`src/rtl/uart_pkg.sv`:
```
// Shared UART definitions: receiver state encoding, byte width and default line timing.
// Used by both the RX and TX paths.
`timescale 1ns/1ps
package uart_pkg;

    typedef enum logic [1:0] {
        IDLE  = 2'd0,
        START = 2'd1,
        DATA  = 2'd2,
        STOP  = 2'd3
    } uart_rx_state_e;

    localparam int UART_DATA_W = 8;
    localparam int UART_CLK_HZ = 50_000_000;
    localparam int UART_BAUD   = 115200;

    // Sample-tick divider, truncated toward zero.
    function automatic int uart_div(input int clk_hz, input int baud, input int os);
        return clk_hz / (baud * os);
    endfunction

endpackage

```
`src/rtl/uart_rx_fifo_if.sv`:
```
// Read-side port of the receive FIFO: pop request, FWFT head and occupancy status.
// The consumer (APB register block or bench) uses master; the receiver uses slave.
`timescale 1ns/1ps
interface uart_rx_fifo_if
    import uart_pkg::*;
#(
    parameter int DEPTH = 8
);
    localparam int CW = $clog2(DEPTH) + 1;

    logic                   rd_en_i;
    logic [UART_DATA_W-1:0] rd_data_o;
    logic                   rx_valid_o;
    logic                   full_o;
    logic [CW-1:0]          count_o;

    modport master (output rd_en_i, input rd_data_o, rx_valid_o, full_o, count_o);
    modport slave  (input rd_en_i, output rd_data_o, rx_valid_o, full_o, count_o);

endinterface

```
`src/rtl/sync_fifo.sv`:
```
// Single-clock first-word-fall-through FIFO with occupancy count.
// A push is accepted while full only when a pop happens in the same cycle.
`timescale 1ns/1ps
module sync_fifo
    import uart_pkg::*;
#(
    parameter int WIDTH = UART_DATA_W,
    parameter int DEPTH = 8
)(
    input  logic                   clk_i,
    input  logic                   rst_ni,
    input  logic                   push_i,
    input  logic [WIDTH-1:0]       wdata_i,
    input  logic                   pop_i,
    output logic [WIDTH-1:0]       rdata_o,
    output logic                   empty_o,
    output logic                   full_o,
    output logic [$clog2(DEPTH):0] count_o
);
    localparam int AW = $clog2(DEPTH);

    logic [WIDTH-1:0] mem_q [DEPTH];
    logic [AW-1:0]    wr_ptr_q, rd_ptr_q;
    logic [AW:0]      count_q;
    logic             do_push, do_pop;

    assign empty_o = (count_q == '0);
    assign full_o  = (count_q == (AW+1)'(DEPTH));
    assign count_o = count_q;
    assign do_pop  = pop_i && !empty_o;
    assign do_push = push_i && (!full_o || do_pop);

    // Head is masked while empty so the output reads 0 rather than stale storage.
    assign rdata_o = empty_o ? '0 : mem_q[rd_ptr_q];

    always_ff @(posedge clk_i or negedge rst_ni) begin
        if (!rst_ni) begin
            wr_ptr_q <= '0;
            rd_ptr_q <= '0;
            count_q  <= '0;
        end else begin
            if (do_push) wr_ptr_q <= wr_ptr_q + AW'(1);
            if (do_pop)  rd_ptr_q <= rd_ptr_q + AW'(1);
            case ({do_push, do_pop})
                2'b10:   count_q <= count_q + (AW+1)'(1);
                2'b01:   count_q <= count_q - (AW+1)'(1);
                default: count_q <= count_q;
            endcase
        end
    end

    always_ff @(posedge clk_i) begin
        if (do_push) mem_q[wr_ptr_q] <= wdata_i;
    end

endmodule

```
`src/rtl/uart_rx_fifo.sv`:
```
// 8N1 UART receiver, 16x oversampled with mid-bit sampling, feeding a byte FIFO
// read through uart_rx_fifo_if; sticky frame-error and overrun flags.
`timescale 1ns/1ps
module uart_rx_fifo
    import uart_pkg::*;
#(
    parameter int CLK_HZ     = UART_CLK_HZ,
    parameter int BAUD       = UART_BAUD,
    parameter int OVERSAMPLE = 16,
    parameter int DEPTH      = 8
)(
    input  logic          clk_i,
    input  logic          rst_ni,
    input  logic          UART_RXD,
    uart_rx_fifo_if.slave rd_if,
    output logic          frame_err_o,
    output logic          overrun_o,
    input  logic          err_clr_i
);
    localparam int DIV   = uart_div(CLK_HZ, BAUD, OVERSAMPLE);
    localparam int DIV_W = (DIV > 1) ? $clog2(DIV) : 1;
    localparam int SC_W  = $clog2(OVERSAMPLE);

    logic                   rx_meta_q, rx_s_q, rx_prev_q;
    logic [DIV_W-1:0]       div_q;
    logic                   tick;
    uart_rx_state_e         state_q, state_d;
    logic [SC_W-1:0]        scnt_q, scnt_d;
    logic [2:0]             bitcnt_q, bitcnt_d;
    logic [UART_DATA_W-1:0] shreg_q, shreg_d;
    logic                   frame_err_q, overrun_q;
    logic                   fall, half_smp, bit_smp;
    logic                   push_w, frame_set, shift_en, ovr_set;
    logic                   fifo_empty, fifo_full;

    always_ff @(posedge clk_i or negedge rst_ni) begin
        if (!rst_ni) begin
            rx_meta_q <= 1'b1;
            rx_s_q    <= 1'b1;
            rx_prev_q <= 1'b1;
        end else begin
            rx_meta_q <= UART_RXD;
            rx_s_q    <= rx_meta_q;
            rx_prev_q <= rx_s_q;
        end
    end

    assign tick = (div_q == DIV_W'(DIV - 1));

    always_ff @(posedge clk_i or negedge rst_ni) begin
        if (!rst_ni) div_q <= '0;
        else         div_q <= tick ? '0 : div_q + DIV_W'(1);
    end

    assign fall     = rx_prev_q && !rx_s_q;
    assign half_smp = tick && (scnt_q == SC_W'(OVERSAMPLE/2 - 1));
    assign bit_smp  = tick && (scnt_q == SC_W'(OVERSAMPLE - 1));

    always_ff @(posedge clk_i or negedge rst_ni) begin
        if (!rst_ni) state_q <= IDLE;
        else         state_q <= state_d;
    end

    always_comb begin
        state_d = state_q;
        case (state_q)
            IDLE:  if (fall)     state_d = START;
            START: if (half_smp) state_d = rx_s_q ? IDLE : DATA;
            DATA:  if (bit_smp && bitcnt_q == 3'd7) state_d = STOP;
            STOP:  if (bit_smp)  state_d = IDLE;
            default:             state_d = IDLE;
        endcase
    end

    always_comb begin
        push_w    = (state_q == STOP) && bit_smp &&  rx_s_q;
        frame_set = (state_q == STOP) && bit_smp && !rx_s_q;
        shift_en  = (state_q == DATA) && bit_smp;
    end

    // Realigning scnt at mid-start makes every later wrap land mid-bit.
    always_comb begin
        scnt_d = scnt_q;
        if (state_q == IDLE)                 scnt_d = '0;
        else if (state_q == START && half_smp) scnt_d = '0;
        else if (bit_smp)                    scnt_d = '0;
        else if (tick)                       scnt_d = scnt_q + SC_W'(1);
    end

    always_comb begin
        bitcnt_d = bitcnt_q;
        if (state_q == START) bitcnt_d = 3'd0;
        else if (shift_en)    bitcnt_d = bitcnt_q + 3'd1;
    end

    assign shreg_d = shift_en ? {rx_s_q, shreg_q[UART_DATA_W-1:1]} : shreg_q;

    always_ff @(posedge clk_i or negedge rst_ni) begin
        if (!rst_ni) begin
            scnt_q   <= '0;
            bitcnt_q <= '0;
        end else begin
            scnt_q   <= scnt_d;
            bitcnt_q <= bitcnt_d;
        end
    end

    always_ff @(posedge clk_i) begin
        shreg_q <= shreg_d;
    end

    // A pop in the same cycle frees the slot, so only an unaccompanied push overruns.
    assign ovr_set = push_w && fifo_full && !rd_if.rd_en_i;

    always_ff @(posedge clk_i or negedge rst_ni) begin
        if (!rst_ni) begin
            frame_err_q <= 1'b0;
            overrun_q   <= 1'b0;
        end else begin
            frame_err_q <= frame_set || (frame_err_q && !err_clr_i);
            overrun_q   <= ovr_set   || (overrun_q   && !err_clr_i);
        end
    end

    assign frame_err_o = frame_err_q;
    assign overrun_o   = overrun_q;

    sync_fifo #(
        .WIDTH (UART_DATA_W),
        .DEPTH (DEPTH)
    ) u_fifo (
        .clk_i   (clk_i),
        .rst_ni  (rst_ni),
        .push_i  (push_w),
        .wdata_i (shreg_q),
        .pop_i   (rd_if.rd_en_i),
        .rdata_o (rd_if.rd_data_o),
        .empty_o (fifo_empty),
        .full_o  (fifo_full),
        .count_o (rd_if.count_o)
    );

    assign rd_if.rx_valid_o = !fifo_empty;
    assign rd_if.full_o     = fifo_full;

endmodule

```
`src/flat_wrapper.sv`:
```
// flat-port wrapper written by rule: the top's interface ports become plain ports
module uart_rx_fifo_flat import uart_pkg::*;
#(
    parameter int CLK_HZ     = UART_CLK_HZ,
    parameter int BAUD       = UART_BAUD,
    parameter int OVERSAMPLE = 16,
    parameter int DEPTH      = 8
)
  (clk_i, rst_ni, UART_RXD, frame_err_o, overrun_o, err_clr_i, rd_if_rd_en_i, rd_if_rd_data_o, rd_if_rx_valid_o, rd_if_full_o, rd_if_count_o);
  uart_rx_fifo_if #(.DEPTH(DEPTH)) rd_if_i ();
  input  logic clk_i;
  input  logic rst_ni;
  input  logic UART_RXD;
  output logic frame_err_o;
  output logic overrun_o;
  input  logic err_clr_i;
  input wire logic [$bits(rd_if_i.rd_en_i)-1:0] rd_if_rd_en_i;
  output wire logic [$bits(rd_if_i.rd_data_o)-1:0] rd_if_rd_data_o;
  output wire logic [$bits(rd_if_i.rx_valid_o)-1:0] rd_if_rx_valid_o;
  output wire logic [$bits(rd_if_i.full_o)-1:0] rd_if_full_o;
  output wire logic [$bits(rd_if_i.count_o)-1:0] rd_if_count_o;
  assign rd_if_i.rd_en_i = rd_if_rd_en_i;
  assign rd_if_rd_data_o = rd_if_i.rd_data_o;
  assign rd_if_rx_valid_o = rd_if_i.rx_valid_o;
  assign rd_if_full_o = rd_if_i.full_o;
  assign rd_if_count_o = rd_if_i.count_o;
  uart_rx_fifo #(.CLK_HZ(CLK_HZ), .BAUD(BAUD), .OVERSAMPLE(OVERSAMPLE), .DEPTH(DEPTH)) u_core (.clk_i(clk_i), .rst_ni(rst_ni), .UART_RXD(UART_RXD), .rd_if(rd_if_i), .frame_err_o(frame_err_o), .overrun_o(overrun_o), .err_clr_i(err_clr_i));
endmodule
```
`config.mk`:
```
export PLATFORM = sky130hd
export DESIGN_NAME = uart_rx_fifo_flat
export DESIGN_NICKNAME = d
export VERILOG_FILES = /design/src/rtl/uart_pkg.sv /design/src/rtl/uart_rx_fifo_if.sv /design/src/rtl/sync_fifo.sv /design/src/rtl/uart_rx_fifo.sv /design/src/flat_wrapper.sv
export SDC_FILE = /design/constraint.sdc
export NUM_CORES = 1
export LEC_CHECK = 0
export CELL_PAD_IN_SITES_DETAIL_PLACEMENT = 1
export CELL_PAD_IN_SITES_GLOBAL_PLACEMENT = 1
export CORE_MARGIN = 10
export CORE_UTILIZATION = 55
export CTS_CLUSTER_SIZE = 10
export DETAILED_ROUTE_END_ITERATION = 16
export PLACE_DENSITY = 0.87
export SYNTH_ARGS = -nofsm -noshare
export SYNTH_HDL_FRONTEND = slang
export SYNTH_SLANG_ARGS = --single-unit
export TNS_END_PERCENT = 50
```
`constraint.sdc`:
```
create_clock -name clk_i -period 6.8 [get_ports clk_i]
set_clock_uncertainty 0.2 [all_clocks]
set_input_delay 1.36 -clock clk_i [delete_from_list [all_inputs] [get_ports clk_i]]
set_output_delay 1.36 -clock clk_i [all_outputs]
set_load 0.01 [all_outputs]
```
==> reports/metrics.yaml, run 1 <==
clocking:
  cts-buffers-inserted: 9
  clk_latency_ns: 0.36
  cts_resized: 0
  path_clk_slew_ns: 0.10
  clockBufferDepth: 2
  cts_root_buf: "clkbuf_8"
  cts.sinks: 101
  hold_buffers: 0
  htreeDepth: 3
  cts_tree: "yes"
  post_cts_buffers: 0
worst_setup_path:
  cp.required_ns: 5.24
  start_kind: "flip-flop"
  crit_start: "u_core.u_fifo.rd_ptr_q[0]"
  worstReg2RegStart: "u_core.scnt_q[0]"
  endpoint_kind: "output port"
  cp_max_fo: 18
  arrival_ns: 2.84
  criticalPathCategory: "flip-flop to output port"
synthesis:
  syn-cell-area_sq_mm: 0.00425
  synth_cell_types: 51
  syn_area_per_cell_sq_um: 16.0
  synth_mux_area_share_pct: 11.4
  ys_seq_area_share_pct: 68.1
  synthXorXnorAreaFrac_pct: 1.86
  ys_ff_latch: 101
  synth_top_family_by_area: "multiplexers"
  synthCells: 266
  synthAdderAreaFrac_pct: 2.36
  synth_async_sr_flop_share_pct: 28.7
  synthSimpleGateAreaFrac_pct: 9.86
  synth_warnings: 0
  syn_nets: 279
  ys_top_cells_by_area: "edfxtp_1 (51%), dfrtp_1 (15%), mux4_2 (8.5%)"
  ys.flop_type: "edfxtp_1"
  synth_top_area_share_pct: 50.9
  synth-edff-count: 72
  synth_compound_area_share_pct: 4.59
  synth_top_cell_by_area: "edfxtp_1"
drt:
  ant_nets: 0
  wl_per_cell_um: 23.3
  viasPerCell: 5.92
  drc: 0
  dr.pass1.iters: 4
  routed_wl_um: 9090
  vias: 2309
  drtIter0Drc: 129
sta:
  max_freq_mhz: 227
  worst_slew_pin_slew_ns: 1.36
  fin_crit_sh_pct: 64.7
  drv_slew: 0
  finalSetupViolations: 0
  period_minus_slack_ns: 4.40
  finalSetupTns_ns: 0
  hold_viol: 0
  rsz0062_at_grt: "false"
  slew_headroom_pct: 8.83
pwr:
  cellPowerDensity_mw_per_mm2: 326
  p_leak_nw: 1.65
  ir_drop_mv: 0.153
floorplan:
  num_io_pins: 21
  initial_core_util_pct: 57.7
  num_rows: 31
  core_area_sq_mm: 0.00737
  die_h_um: 108
  dieArea_sq_mm: 0.0116
  chipWidth_um: 108
cells_and_area:
  fill_cells: 667
  final_nets: 299
  finalInstanceArea_sq_mm: 0.00473
  multi_input_area_sq_mm: 0.00128
  seqCellArea_sq_mm: 0.00289
  areaGrowthSynthToFinish_pct: 11.3
  final_layout_size_suffix_gt1_share_pct: 17.5
  num_antenna_cells: 0
placement:
  place_hpwl_um: 6110
  routabilityCongestion: 0.733
  portBuffers: 20
  dpl-instance-area_sq_mm: 0.00452
job:
  max_cap_viol_count: 0
grt:
  grt_pass1_vias: 2549
  grt-ovfl-total: 0
  grt_pass1_wl_um: 14600
  grt_max_degree: 30
  grt_antenna_before_repair: 0
  grtUsageTotal_pct: 16.5
worst_hold_path:
  hold_path.class: "flip-flop to flip-flop"
  hp-start: "u_core.rx_meta_q"
outcome:
  status: "finished clean"
[placed cells by master (no fill, tap or decap), types with 2 or more instances in the layout]
cell type	instances
a21oi_1	9
a22o_1	3
clkbuf_8	9
clkdlybuf4s50_1	20
clkinvlp_4	2
dfrtp_1	26
dfstp_2	3
edfxtp_1	72
ha_1	8
inv_1	5
inv_6	2
mux2i_1	10
mux4_2	16
nand2_1	18
nand2b_1	5
nand3_1	4
nor2_1	23
nor3_1	2
nor4_1	3
nor4b_1	2
o21ai_0	7
xnor2_1	6
xor2_1	3
[power breakdown]
| group | internal, mW | total, mW | switching (mW) |
|---|---|---|---|
| clock network | 0.175 | 0.387 | 0.212 |
| logic | 0.235 | 0.379 | 0.144 |
| registers | 0.673 | 0.777 | 0.104 |
| total | 1.08 | 1.54 | 0.461 |
[cells by family (layout without fill, tap and decap cells)]
group / after synthesis / count (layout)
muxes: 28 / 28
xor gates and xnor gates: 9 / 9
buffers and inverters: 18 / 43
AOI/OAI and AO/OA: 29 / 29
adders and majority gates: 8 / 8
DFF: 101 / 101
and+or+nand+nor: 73 / 73
[metal layers]
layer	global-route usage [%]	vias up	share of wire, %	routed length [um]
met2	27.7	46	52	4710
met3	3.05	6	4.2	384
li1	-	1048	-	-
met4	4.48	0	0.68	62
met1	21.4	1209	43	3930
met5	0	-	0	0
[critical path, cell delays in order, from the launching register on]
cell,delay [ns]
dfrtp_1,1.08
mux4_2,0.62
mux2i_1,0.15
nor2_1,0.08
clkdlybuf4s50_1,0.55
[per-stage QoR]
stage | power [mW] | cells | utilization (%) | hold slack [ns] | worst slack, ns
after global routing | 1.62 | 390 | 64.2 | 0.168 | 2.15
final | 1.54 | 390 | 64.2 | 0.162 | 2.40
after detailed placement | 1.18 | 374 | 61.4 | 0.150 | 2.44
after global placement | 1.15 | 374 | 61.4 | 0.151 | 2.58
after floorplan | 1.01 | 266 | - | 0.145 | 3.63
after CTS | 1.56 | 390 | 64.1 | 0.163 | 2.31
[path summary, 6_finish.rpt]
check / to / slack, ns / depth (start not counted)
min in group asynchronous: u_core.bitcnt_q[1] / 1.18 / 2
hold / removal: u_core.rx_s_q / 0.16 / 0
setup / recovery: rd_if_rd_data_o[2] / 2.40 / 4
max in group asynchronous: u_core.rx_meta_q / 4.88 / 2
hold reg to reg: u_core.rx_s_q / 0.16 / 0
setup reg to reg: u_core.u_fifo.mem_q[1][6] / 3.47 / 6
[flip-flops by register name, indices dropped and copies added (netlist names), named ones only]
signal	flops
u_core.bitcnt_q	3
u_core.overrun_o	1
u_core.rx_meta_q	1
u_core.state_q	1
u_core.shreg_q	8
u_core.rx_prev_q	1
u_core.frame_err_o	1
u_core.u_fifo.count_o	4
u_core.div_q	5
u_core.u_fifo.mem_q	64
u_core.rx_s_q	1
u_core.u_fifo.wr_ptr_q	3
u_core.u_fifo.rd_ptr_q	3
u_core.scnt_q	4
[layout make-up]
cell class / count / area share (%)
multi-input cells: 147 / 27.1
flip-flops and latches: 101 / 61.1
repair buffers: 21 / 4.39
well taps: 99 / 2.62
clock inverters: 7 / 1.67
inverters: 6 / 0.476
clock buffers: 9 / 2.62
[cells in the mapped netlist, types with 2 or more instances]
master,number
a21oi_1,9
nand2b_1,5
nor4_1,3
o21ai_0,7
dfstp_2,3
buf_2,5
nor3_1,3
xnor2_1,6
mux2i_1,10
nand2_1,18
clkbuf_1,4
inv_1,5
dfrtp_1,26
mux4_2,16
ha_1,8
a22o_1,3
nor2_1,23
nand3_1,4
buf_1,2
edfxtp_1,72
xor2_1,3
nor4b_1,2
Note: power is estimated with default switching activity, not from simulation.
==> inputs of run 2 (changes only) <==
Settings changed: CORE_UTILIZATION 55 to 51, PLACE_DENSITY 0.87 to 0.82.
Clock period 6.8 ns to 4.61 ns, I/O delays scaled along.
==> run 2 against run 1 <==
Net effect: worst setup slack got worse by 1.6 ns; utilization decreased by 6.0 points; worst hold slack improved by 0.00052 ns; critical path type unchanged; largest cell class unchanged.
==> reports/metrics.yaml, run 2 (same netlist as run 1, synthesis figures left out) <==
outcome:
  status: "finished clean"  # unchanged
pwr:
  cellPowerDensity_mw_per_mm2: 467  # was 326 mW/mm^2
  ir_drop_mv: 0.182  # was 0.153 mV
  p_leak_nw: 1.67  # was 1.65 nW
clocking:
  cts_root_buf: "clkbuf_8"  # unchanged
  post_cts_buffers: 0  # unchanged
  cts-buffers-inserted: 9  # unchanged
  htreeDepth: 3  # unchanged
  clockBufferDepth: 2  # unchanged
  clk_latency_ns: 0.37  # was 0.36 ns
  path_clk_slew_ns: 0.10  # about the same
  hold_buffers: 0  # unchanged
  cts_resized: 0  # unchanged
  cts_tree: "yes"  # unchanged
  cts.sinks: 101  # unchanged
floorplan:
  die_h_um: 111  # was 108 um
  dieArea_sq_mm: 0.0124  # was 0.0116 sq mm
  num_io_pins: 21  # unchanged
  num_rows: 33  # was 31
  chipWidth_um: 111  # was 108 um
  core_area_sq_mm: 0.00818  # was 0.00737 sq mm
  initial_core_util_pct: 52.0  # was 57.7%
grt:
  grt_antenna_before_repair: 0  # unchanged
  grt_max_degree: 30  # unchanged
  grt_pass1_vias: 2553  # was 2549
  grt_pass1_wl_um: 14100  # was 14600 um
  grtUsageTotal_pct: 14.6  # was 16.5%
  grt-ovfl-total: 0  # unchanged
cells_and_area:
  final_common_cell: "edfxtp_1"  # unchanged
  top_register: "u_core.u_fifo.mem_q"  # unchanged
  final_nets: 305  # was 299
  areaGrowthSynthToFinish_pct: 12.0  # was 11.3%
  reg_top3: "u_core.u_fifo.mem_q x64, u_core.shreg_q x8, u_core.div_q x5"  # unchanged
  final_layout_size_suffix_gt1_share_pct: 18.5  # was 17.5%
  fill_cells: 777  # was 667
  largest_reg_flops: 64  # unchanged
  num_antenna_cells: 0  # unchanged
  final_cell_mix: "edfxtp_1 (72), dfrtp_1 (26), nor2_1 (23)"  # unchanged
worst_setup_path:
  cp_max_fo: 10  # was 18
  endpoint_kind: "output port"  # unchanged
  criticalPathCategory: "flip-flop to output port"  # unchanged
  arrival_ns: 2.71  # was 2.84 ns
  slowest_delay_ns: 0.71  # was 1.08 ns
  path_cells: "buf_4 -> mux4_2 -> mux2i_1 -> nor2_1 -> clkdlybuf4s50_1"  # was mux4_2 -> mux2i_1 -> nor2_1 -> clkdlybuf4s50_1
  start_kind: "flip-flop"  # unchanged
  cp_slowest_cell: "dfrtp_1"  # unchanged
  cp.required_ns: 3.49  # was 5.24 ns
sta:
  rsz0062_at_grt: "false"  # unchanged
  fin_crit_sh_pct: 83.1
  hold_viol: 0  # unchanged
  finalSetupTns_ns: 0  # unchanged
  max_freq_mhz: 261
  finalSetupViolations: 0  # unchanged
  drv_slew: 0  # unchanged
  period_minus_slack_ns: 3.83
  worst_slack_ns: 0.779  # was 2.40 ns
  slew_headroom_pct: 30.5  # was 8.83%
  worst_slew_pin_slew_ns: 1.04  # was 1.36 ns
drt:
  wl_per_cell_um: 21.6  # was 23.3 um
  drtIter0Drc: 119  # was 129
  ant_nets: 0  # unchanged
  vias: 2295  # was 2309
  dr.pass1.iters: 4  # unchanged
  routed_wl_um: 8700  # was 9090 um
  viasPerCell: 5.71  # was 5.92
  drc: 0  # unchanged
placement:
  place_hpwl_um: 6100  # was 6110 um
  portBuffers: 20  # unchanged
  routabilityCongestion: 0.767  # was 0.733
  post-place-ws_ns: 1.05  # was 2.44 ns
job:
  max_cap_viol_count: 0  # unchanged
worst_hold_path:
  hold_path.class: "flip-flop to flip-flop"  # unchanged
## run 2: area by class of cell
| class | instances | area, sq um | share of cell area, % |
|---|---|---|---|
| Sequential cell | 101 | 2890 | 60.8 |
| Multi-Input combinational cell | 147 | 1280 | 26.8 |
| Timing Repair Buffer | 27 | 253 | 5.31 |
| Tap cell | 105 | 131 | 2.76 |
| Clock buffer | 10 | 128 | 2.68 |
| Clock inverter | 6 | 56.3 | 1.18 |
| Inverter | 6 | 22.5 | 0.473 |
## run 2: through the flow
stage	area [sq um]	instances	total power, mW	util, %	hold slack, ns
after floorplan	4250	266	1.49	-	0.145
after global placement	4570	386	1.70	56.0	0.147
after detailed placement	4570	386	1.73	56.0	0.150
after CTS	4760	402	2.25	58.2	0.165
after global routing	4760	402	2.33	58.2	0.172
final	4760	402	2.22	58.2	0.163
## run 2: critical path, delay by kind of cell, from the launching register on
kind                   cells  cell delay (ns)
and+or+nand+nor            1             0.06
DFF                        1             0.71
buffers and inverters      2             0.86
muxes                      2             0.71
## run 2: report_power, final
part | switching (mW) | total [mW] | leakage (nW) | internal, mW
Combinational | 0.224 | 0.574 | 0.571 | 0.350
Clock | 0.312 | 0.519 | 0.0905 | 0.207
Sequential | 0.134 | 1.13 | 1.01 | 0.993
## run 2: layer usage
layer  vias to the layer above  global-route usage [%]  wire (um)
met5                         -                       0          0
met4                         0                    5.83        161
met3                        15                    3.30        323
met2                        35                    25.4       4730
met1                      1181                    16.8       3480
li1                       1064                       -          -
## run 2: final timing paths
kind	cells after the start	start	to	slack (ns)
max	5	u_core.u_fifo.rd_ptr_q[0]	rd_if_rd_data_o[7]	0.78
min	0	u_core.rx_meta_q	u_core.rx_s_q	0.16
max reg2reg	7	u_core.div_q[0]	u_core.u_fifo.mem_q[3][6]	1.58
min reg2reg	0	u_core.rx_meta_q	u_core.rx_s_q	0.16
max in group asynchronous	2	rst_ni	u_core.rx_prev_q	3.14
min in group asynchronous	2	rst_ni	u_core.u_fifo.rd_ptr_q[2]	0.73
==> inputs of run 3 (changes only) <==
Clock period 4.61 ns to 3.8 ns, I/O delays scaled along.
==> run 3 against run 2 <==
Net effect: worst hold slack better by 0.0076 ns; final cell count fell by 0.50%; critical path depth is 1 lower; via count grew 1.6%; clock-buffer cell count decreased by 1; combinational power up 29%; first-iteration DRC count up 38%.
==> reports/metrics.yaml, run 3 (same netlist as run 1, synthesis figures left out) <==
outcome:
  status: "finished clean"  # unchanged
clocking:
  post_cts_buffers: 0  # unchanged
  cts_resized: 0  # unchanged
  cts-buffers-inserted: 9  # unchanged
  cts_tree: "yes"  # unchanged
  hold_buffers: 0  # unchanged
  cts_root_buf: "clkbuf_8"  # unchanged
  clk_latency_ns: 0.37  # about the same
  cts.sinks: 101  # unchanged
  htreeDepth: 3  # unchanged
  clockBufferDepth: 2  # unchanged
  path_clk_slew_ns: 0.10  # about the same
cells_and_area:
  final_cell_mix: "edfxtp_1 (72), dfrtp_1 (26), nor2_1 (23)"  # unchanged
  areaGrowthSynthToFinish_pct: 12.2  # was 12.0%
  multi_input_area_sq_mm: 0.00128  # unchanged
  fill_cells: 782  # was 777
  final_common_cell: "edfxtp_1"  # unchanged
  num_antenna_cells: 0  # unchanged
  top_register: "u_core.u_fifo.mem_q"  # unchanged
  largest_reg_flops: 64  # unchanged
  seqCellArea_sq_mm: 0.00289  # unchanged
  reg_top3: "u_core.u_fifo.mem_q x64, u_core.shreg_q x8, u_core.div_q x5"  # unchanged
  final_nets: 303  # was 305
  final_layout_size_suffix_gt1_share_pct: 18.3  # was 18.5%
drt:
  routed_wl_um: 9050  # was 8700 um
  drtIter0Drc: 164  # was 119
  drc: 0  # unchanged
  dr.pass1.iters: 4  # unchanged
  viasPerCell: 5.83  # was 5.71
  vias: 2332  # was 2295
  ant_nets: 0  # unchanged
  wl_per_cell_um: 22.6  # was 21.6 um
worst_setup_path:
  arrival_ns: 2.44  # was 2.71 ns
  cp_slowest_cell: "dfrtp_1"  # unchanged
  start_kind: "flip-flop"  # unchanged
  endpoint_kind: "output port"  # unchanged
  criticalPathCategory: "flip-flop to output port"  # unchanged
  worstReg2RegStart: "u_core.scnt_q[0]"  # was u_core.div_q[0]
  r2r_end: "u_core.u_fifo.mem_q[4][0]"  # was u_core.u_fifo.mem_q[3][6]
  slowest_delay_ns: 0.84  # was 0.71 ns
  cp.required_ns: 2.84  # was 3.49 ns
  cp_max_fo: 17  # was 10
  ff2ff_setup_slack_ns: 0.90  # was 1.58 ns
  reg2reg_depth: 6  # was 7
  path_cells: "mux4_2 -> mux2i_1 -> nor2_1 -> clkdlybuf4s50_1"  # was buf_4 -> mux4_2 -> mux2i_1 -> nor2_1 -> clkdlybuf4s50_1
floorplan:
  initial_core_util_pct: 52.0  # unchanged
  num_rows: 33  # unchanged
  dieArea_sq_mm: 0.0124  # unchanged
  die_h_um: 111  # unchanged
  num_io_pins: 21  # unchanged
  core_area_sq_mm: 0.00818  # unchanged
  chipWidth_um: 111  # unchanged
pwr:
  p_leak_nw: 1.67  # about the same
  ir_drop_mv: 0.204  # was 0.182 mV
  totalPowerFinal_mw: 2.77  # was 2.22 mW
  cellPowerDensity_mw_per_mm2: 581  # was 467 mW/mm^2
sta:
  fin_crit_sh_pct: 89.4
  worst_slew_pin_slew_ns: 0.815  # was 1.04 ns
  slew_headroom_pct: 45.5  # was 30.5%
  finalSetupViolations: 0  # unchanged
  rsz0062_at_grt: "false"  # unchanged
  drv_slew: 0  # unchanged
  finalSetupTns_ns: 0  # unchanged
  period_minus_slack_ns: 3.40
  hold_viol: 0  # unchanged
  max_freq_mhz: 294
job:
  max_cap_viol_count: 0  # unchanged
grt:
  grt-ovfl-total: 0  # unchanged
  grtUsageTotal_pct: 15.4  # was 14.6%
  grt_antenna_before_repair: 0  # unchanged
  grt_max_degree: 30  # unchanged
  grt_pass1_vias: 2541  # was 2553
  grt_pass1_wl_um: 14700  # was 14100 um
worst_hold_path:
  hp-start: "u_core.rx_meta_q"  # unchanged
  min_to: "u_core.rx_s_q"  # unchanged
  whs_path_depth: 0  # unchanged
  hold_path.class: "flip-flop to flip-flop"  # unchanged
placement:
  portBuffers: 20  # unchanged
  place_hpwl_um: 6420  # was 6100 um
  routabilityCongestion: 0.768  # was 0.767
run 3: routing by layer:
metal  track usage, %  vias to the layer above  part of all wire [%]
met4             6.17                        0                   1.7
met1             18.4                     1219                    42
met2             26.8                       36                    54
li1                 -                     1065                     -
met5                0                        -                     0
met3             2.65                       12                   2.6
run 3: layout make-up:
type                    instances  area share (%)
flip-flops and latches        101            60.7
clock inverters                 7            1.73
repair buffers                 25            4.99
inverters                       6           0.473
clock buffers                   9            2.60
multi-input cells             147            26.8
well taps                     105            2.76
run 3: per-stage QoR:
step                utilization, %  worst slack [ns]  instance area (sq um)  hold slack (ns)  std cells
floorplan                        -              1.19                   4250            0.145        266
global placement              55.8             0.703                   4560            0.147        384
detailed placement            55.8             0.539                   4560            0.155        384
CTS                           58.3             0.381                   4770            0.170        400
global route                  58.3             0.308                   4770            0.173        400
finish                        58.3             0.403                   4770            0.170        400
run 3: worst max path at each step:
| stage | to | slack (ns) | depth (start not counted) | startpoint |
|---|---|---|---|---|
| floorplan | u_core.u_fifo.mem_q[0][0] | 1.19 | 7 | u_core.div_q[0] |
| global placement | u_core.u_fifo.mem_q[4][0] | 0.70 | 6 | rd_if_rd_en_i |
| detailed placement | u_core.u_fifo.mem_q[4][1] | 0.54 | 6 | rd_if_rd_en_i |
| CTS | rd_if_rd_data_o[6] | 0.38 | 4 | u_core.u_fifo.rd_ptr_q[1] |
| global route | rd_if_rd_data_o[6] | 0.31 | 4 | u_core.u_fifo.rd_ptr_q[1] |
| finish | rd_if_rd_data_o[6] | 0.40 | 4 | u_core.u_fifo.rd_ptr_q[1] |
run 3: where the power goes:
part	switching, mW	leakage (nW)	internal [mW]
logic	0.312	0.560	0.431
registers	0.131	1.01	1.20
clock network	0.378	0.0984	0.314
total	0.821	1.67	1.95
run 3: worst max-delay path: cells and delay by family, from the launching register on:
family	cells	cell delay, ns
simple gates	1	0.08
flops	1	0.84
buf+inv	1	0.52
mux	2	0.61
